<file path="src/rtl/latch_ctrl_pkg.sv">
// Shared definitions for the latch write controller: FSM state encoding
// and a helper that sizes the round-robin pointer.
package latch_ctrl_pkg;

    typedef enum logic [2:0] {
        IDLE  = 3'd0,
        SETUP = 3'd1,
        PULSE = 3'd2,
        HOLD  = 3'd3,
        CLEAR = 3'd4
    } state_e;

    // Pointer/index width for n requesters; a single requester still needs one bit.
    function automatic int unsigned ptr_w(input int unsigned n);
        return (n > 1) ? $clog2(n) : 1;
    endfunction

endpackage

</file>
<file path="src/rtl/rr_arbiter.sv">
// Combinational round-robin pick: first set request at or after ptr_i, wrapping.
module rr_arbiter
    import latch_ctrl_pkg::*;
#(
    parameter int unsigned NREQ = 4
) (
    input  logic [NREQ-1:0]          req_i,
    input  logic [ptr_w(NREQ)-1:0]   ptr_i,
    output logic [NREQ-1:0]          grant_o,
    output logic [ptr_w(NREQ)-1:0]   idx_o
);

    localparam int unsigned PW = ptr_w(NREQ);

    logic        found;
    int unsigned k;

    always_comb begin
        grant_o = '0;
        idx_o   = '0;
        found   = 1'b0;
        k       = 0;
        for (int unsigned i = 0; i < NREQ; i++) begin
            k = (32'(ptr_i) + i) % NREQ;
            if (!found && req_i[k]) begin
                found      = 1'b1;
                grant_o[k] = 1'b1;
                idx_o      = PW'(k);
            end
        end
    end

endmodule

</file>
<file path="src/rtl/latch_write_arbiter.sv">
// Round-robin write controller for a D-latch bank: each write runs
// SETUP -> PULSE -> HOLD so d is stable around the single-cycle enable.
module latch_write_arbiter
    import latch_ctrl_pkg::*;
#(
    parameter int unsigned NREQ = 4,
    parameter int unsigned DW   = 8,
    parameter int unsigned NLAT = 8,
    parameter int unsigned AW   = 3
) (
    input  logic                 clk,
    input  logic                 rst,
    input  logic [NREQ-1:0]      req,
    input  logic [NREQ*AW-1:0]   req_addr,
    input  logic [NREQ*DW-1:0]   req_data,
    input  logic                 clr,
    output logic [NREQ-1:0]      gnt,
    output logic                 clr_done,
    output logic [DW-1:0]        latch_d,
    output logic [NLAT-1:0]      latch_en,
    output logic                 latch_rst,
    output logic                 busy,
    output logic                 err
);

    localparam int unsigned PW = ptr_w(NREQ);

    state_e            state_q, state_d;
    logic [PW-1:0]     ptr_q, ptr_d;
    logic [PW-1:0]     win_q, win_d;
    logic [AW-1:0]     addr_q, addr_d;
    logic [DW-1:0]     data_q, data_d;
    logic              clr_pend_q, clr_pend_d;

    logic [NREQ-1:0]   gnt_q, gnt_d;
    logic [NLAT-1:0]   latch_en_q, latch_en_d;
    logic              clr_done_q, clr_done_d;
    logic              latch_rst_q, latch_rst_d;
    logic              busy_q, busy_d;
    logic              err_q, err_d;

    logic [NREQ-1:0]   arb_grant;
    logic [PW-1:0]     arb_idx;

    rr_arbiter #(
        .NREQ (NREQ)
    ) u_rr_arbiter (
        .req_i   (req),
        .ptr_i   (ptr_q),
        .grant_o (arb_grant),
        .idx_o   (arb_idx)
    );

    // Outputs are derived from the state being entered so that every
    // registered output lines up with the cycle its state is occupied.
    always_comb begin
        state_d    = state_q;
        ptr_d      = ptr_q;
        win_d      = win_q;
        addr_d     = addr_q;
        data_d     = data_q;
        clr_pend_d = clr_pend_q | clr;

        unique case (state_q)
            IDLE: begin
                if (clr_pend_q || clr) begin
                    state_d = CLEAR;
                end else if (|arb_grant) begin
                    state_d = SETUP;
                    win_d   = arb_idx;
                    addr_d  = req_addr[arb_idx*AW +: AW];
                    data_d  = req_data[arb_idx*DW +: DW];
                end
            end
            SETUP:   state_d = PULSE;
            PULSE:   state_d = HOLD;
            HOLD: begin
                state_d = IDLE;
                ptr_d   = (32'(win_q) == NREQ - 1) ? '0 : win_q + 1'b1;
            end
            CLEAR:   state_d = IDLE;
            default: state_d = IDLE;
        endcase

        if (state_d == CLEAR) clr_pend_d = 1'b0;

        gnt_d      = '0;
        latch_en_d = '0;
        for (int unsigned i = 0; i < NREQ; i++) begin
            gnt_d[i] = (state_d == HOLD) && (win_q == PW'(i));
        end
        // Out-of-range addresses match no bit, so no enable is driven.
        for (int unsigned i = 0; i < NLAT; i++) begin
            latch_en_d[i] = (state_d == PULSE) && (32'(addr_q) == i);
        end
        err_d       = (state_d == HOLD) && (32'(addr_q) >= NLAT);
        clr_done_d  = (state_d == CLEAR);
        latch_rst_d = (state_d == CLEAR);
        busy_d      = (state_d != IDLE);
    end

    always_ff @(posedge clk) begin
        if (rst) begin
            state_q     <= IDLE;
            ptr_q       <= '0;
            win_q       <= '0;
            addr_q      <= '0;
            data_q      <= '0;
            clr_pend_q  <= 1'b0;
            gnt_q       <= '0;
            latch_en_q  <= '0;
            clr_done_q  <= 1'b0;
            latch_rst_q <= 1'b1;
            busy_q      <= 1'b0;
            err_q       <= 1'b0;
        end else begin
            state_q     <= state_d;
            ptr_q       <= ptr_d;
            win_q       <= win_d;
            addr_q      <= addr_d;
            data_q      <= data_d;
            clr_pend_q  <= clr_pend_d;
            gnt_q       <= gnt_d;
            latch_en_q  <= latch_en_d;
            clr_done_q  <= clr_done_d;
            latch_rst_q <= latch_rst_d;
            busy_q      <= busy_d;
            err_q       <= err_d;
        end
    end

    assign gnt       = gnt_q;
    assign clr_done  = clr_done_q;
    assign latch_d   = data_q;
    assign latch_en  = latch_en_q;
    assign latch_rst = latch_rst_q;
    assign busy      = busy_q;
    assign err       = err_q;

endmodule
</file>
<file path="config.mk">
export PLATFORM = sky130hd
export DESIGN_NAME = latch_write_arbiter
export DESIGN_NICKNAME = d
export VERILOG_FILES = /design/src/rtl/latch_ctrl_pkg.sv /design/src/rtl/rr_arbiter.sv /design/src/rtl/latch_write_arbiter.sv
export SDC_FILE = /design/constraint.sdc
export NUM_CORES = 1
export LEC_CHECK = 0
export ABC_AREA = 1
export BUFFER_PORTS_ARGS = -buffer_cell sky130_fd_sc_hd__buf_2
export CAP_MARGIN = 20
export CORE_AREA = 5 5 52 100
export DETAILED_ROUTE_END_ITERATION = 8
export DIE_AREA = 0 0 57 105
export PLACE_DENSITY = 0.89
export SETUP_SLACK_MARGIN = 0.15
export SYNTH_ARGS = -nofsm -noshare
export SYNTH_HDL_FRONTEND = slang
export SYNTH_SLANG_ARGS = --single-unit
</file>
<file path="constraint.sdc">
create_clock -name clk -period 4.48 [get_ports clk]
set_clock_uncertainty 0.15 [all_clocks]
set_input_delay 0 -clock clk [delete_from_list [all_inputs] [get_ports clk]]
set_output_delay 0 -clock clk [all_outputs]
set_load 0.05 [all_outputs]
</file>
==> impl_metrics.py <==
metrics = {
    "synthesis": {
        "syn_area_per_cell_um2": 6.45,
        "synth_compound_area_share_pct": 6.07,
        "async_flop_share_pct": 0,
        "synth_xor_area_share_pct": 0,
        "synth_top_cells_by_count": "nand2_1 (104), inv_1 (59), nand3_1 (40)",
        "synth_top_family_by_area": "simple AND/OR/NAND/NOR gates",
        "synth_top_area_share_pct": 32.4,
        "yosysTopAreaCell": "dfxtp_1",
        "synth_area_mm2": 0.00210,
        "yosysUniqueCellTypes": 29,
        "synth_cells": 326,
        "synth-edff-count": 0,
        "muxShareOfSynthArea_pct": 0,
        "synth_ff_type": "dfxtp_1",
        "syn-num-nets": 387,
        "synthAdderAreaFrac_pct": 5.95,
        "yosysMostFrequentCell": "nand2_1",
        "synth_seq_cells": 34,
        "synth_area_leaders": "dfxtp_1 (32%), nand2_1 (19%), inv_1 (11%), nand3_1 (9.5%), ha_1 (6.0%)",
        "yosysWarnings": 0,
        "ys_seq_area_share_pct": 32.4,
        "yosys.area_share.simple_pct": 39.8,
    },
    "timing": {
        "rsz0062_at_grt": "false",
        "slew_violations": 0,
        "max_freq_mhz": 252,
        "tns_ns": 0,
        "hold_violations": 0,
        "period_minus_slack_ns": 3.97,
        "whs_ns": 0.0344,
        "period_share_pct": 88.6,
        "timing.slew.headroom_pct": 66.6,
        "worst-slew-pin-transition_ns": 0.501,
        "setup_viol": 0,
    },
    "finish": {
        "drive_gt1_share_pct": 23.5,
        "fillers": 381,
        "fin_area_mm2": 0.00281,
        "fin_nets": 482,
        "n_antenna_cell": 0,
        "areaGrowthSynthToFinish_pct": 33.5,
        "postLayoutCoreUtil_pct": 64.6,
    },
    "worst_setup_path": {
        "crit_family": "buffers and inverters",
        "path_class": "reg2reg",
        "worst_setup_path_end_kind": "flip-flop",
        "max_stage_delay_ns": 0.63,
        "crit_chain": "inv_8 -> ha_1 -> inv_1 -> nand3_1 -> nand2_1 -> nor2_2 -> nand2_1 -> nand3_2 -> nand2_4 -> inv_4 -> nand2_1 -> nand3_1 -> dlygate4sd3_1 -> nand3_1 -> dlygate4sd3_1 -> nand2_1 -> inv_1",
        "cp.arrival_ns": 4.00,
        "worst-path-max-fanout": 24,
        "cp-start-kind": "flip-flop",
        "path_common_cell": "nand2_1",
        "reg2reg_depth": 17,
        "path_buf_inv": 6,
        "cp.required_ns": 4.51,
        "path_depth": 17,
        "crit_slowest_cell": "dfxtp_1",
    },
    "run": {
        "max_cap_viol_count": 0,
    },
    "pwr": {
        "p_total_w": 0.000920,
        "power.internal_w": 0.000577,
        "ir_worst_vdd_mv": 0.253,
        "p_sw_w": 0.000342,
        "seqPwrFrac_pct": 38.2,
        "power.leakage_nw": 1.55,
        "combPwrFrac_pct": 37.0,
        "sw_frac_of_total_pct": 37.2,
        "p_per_area_mw_per_mm2": 328,
        "clockPowerShare_pct": 24.8,
    },
    "floorplan": {
        "dieArea_mm2": 0.00599,
        "start_util_pct": 48.4,
        "core_region_area_mm2": 0.00434,
        "die_y_um": 105,
        "pin_count": 75,
        "rows": 34,
        "die_w_um": 57,
    },
    "cts": {
        "clock_latency_ns": 0.28,
        "cts_tree": "built",
        "cts_root_buf": "clkbuf_8",
        "postCtsSetupBuffers": 0,
        "clock_path_buffers": 2,
        "clock-sinks": 34,
        "cts_htree_levels": 2,
        "path_clk_slew_ns": 0.07,
        "cts_buffers": 5,
    },
    "grt": {
        "grt_usage_pct": 19.3,
        "grt_overflow_total": 0,
        "grt_max_degree": 25,
        "grt_first_pass_wirelength_um": 9410,
        "grt_pass1_vias": 2271,
        "antenna_found_initial": 0,
    },
    "min_path": {
        "hold_path_class": "in2reg",
        "hold_path_depth": 7,
    },
    "placement": {
        "port_buffers": 73,
        "place.gp.congestion": 0.844,
        "dpl_cell_area_mm2": 0.00245,
        "hpwlAfterDp_um": 4040,
    },
    "routing": {
        "drtIter0Drc": 67,
        "ant_nets": 0,
        "vias": 2327,
        "post-route-drc-count": 0,
        "wire_per_inst_um": 12.0,
        "first_pass_iters": 4,
        "via_per_inst": 4.89,
        "routed_wl_um": 5700,
    },
    "run_status": {
        "status": "finished clean",
    },
}
power by group through the flow:
| stage | clock (W) | sequential [W] | combinational [W] |
|---|---|---|---|
| 2_1_floorplan | 0 | 0.000418 | 0.000172 |
| 3_3_place_gp | 0 | 0.000356 | 0.000288 |
| 3_5_place_dp | 0 | 0.000358 | 0.000295 |
| 4_1_cts | 0.000232 | 0.000351 | 0.000332 |
| 5_1_grt | 0.000244 | 0.000356 | 0.000371 |
| 6_report | 0.000228 | 0.000352 | 0.000340 |
logic make-up after synthesis:
| family | after synthesis |
|---|---|
| buf+inv | 74 |
| other cells | 1 |
| simple gates | 183 |
| flops | 34 |
| fa+ha+maj | 10 |
| compound gates | 24 |
registers in the layout, summed over array words and instances (netlist names):
register,count
win_q,2
addr_q,3
state_q,3
ptr_q,2
latch_en,8
clr_pend_q,1
latch_rst,1
latch_d,8
gnt,4
clr_done,1
busy,1
worst paths after layout:
kind              slack [ns]         from         end
setup / recovery        0.51     ptr_q[0]  latch_d[4]
setup reg to reg        0.51     ptr_q[0]  latch_d[4]
hold / removal          0.03  req_addr[5]   addr_q[2]
hold reg to reg         0.34   latch_d[7]  latch_d[7]
cell type report:
cell class | instances | area, µm² | area share, %
Clock buffer | 7 | 86.3 | 3.08
Clock inverter | 1 | 5.00 | 0.178
Inverter | 63 | 246 | 8.79
Multi-Input combinational cell | 218 | 1090 | 39.0
Sequential cell | 34 | 681 | 24.3
Tap cell | 54 | 67.6 | 2.41
Timing Repair Buffer | 99 | 626 | 22.3
timing repair:
| item | 4_1_cts | 5_1_grt |
|---|---|---|
| hold buffers | 26 | 0 |
| resized for setup | 0 | 0 |
| setup endpoints to repair | 0 | 0 |
| endpoints found under the hold margin | 16 | 0 |
cell usage in the layout, fill, tap and decap left out, types with 2 or more instances in the layout:
cell           synthesis  final
nand2_1              104    104
buf_2                  2     73
inv_1                 59     59
nand3_1               40     40
dfxtp_1               34     34
dlygate4sd3_1          0     26
nor2_1                16     16
a21oi_1               15     15
ha_1                  10     10
clkbuf_8               0      6
nand2_2                5      5
nand2_4                3      3
o21ai_0                3      3
nor3_1                 3      3
o21ai_1                3      3
nor3b_1                3      3
inv_2                  2      2
or2_2                  2      2
nand3_2                2      2
o31ai_1                2      2
nand4_1                2      2
worst register-to-register path: cells and delay by family, from the launching register on:
kind                       cells  cell delay [ns]
buffers and inverters          6             1.62
adders and majority gates      1             0.38
and+or+nand+nor               10             1.09
DFF                            1             0.63
metrics by stage:
| step | std cells | worst slack [ns] |
|---|---|---|
| final | 476 | 0.510 |
| after global routing | 476 | 0.227 |
| after CTS | 476 | 0.606 |
| after detailed placement | 442 | 1.60 |
| after global placement | 442 | 1.72 |
| after floorplan | 326 | 2.22 |
per-layer routing:
| layer | GRT usage [%] | vias to the layer above | wire length, µm | part of all wire [%] |
|---|---|---|---|---|
| met2 | 38.0 | 75 | 3240 | 57 |
| met1 | 18.0 | 1054 | 1970 | 34 |
| met5 | 0 | - | 0 | 0 |
| li1 | - | 1178 | - | - |
| met4 | 9.95 | 0 | 189 | 3.3 |
| met3 | 2.96 | 20 | 310 | 5.4 |
(Power assumes the default switching activity.)
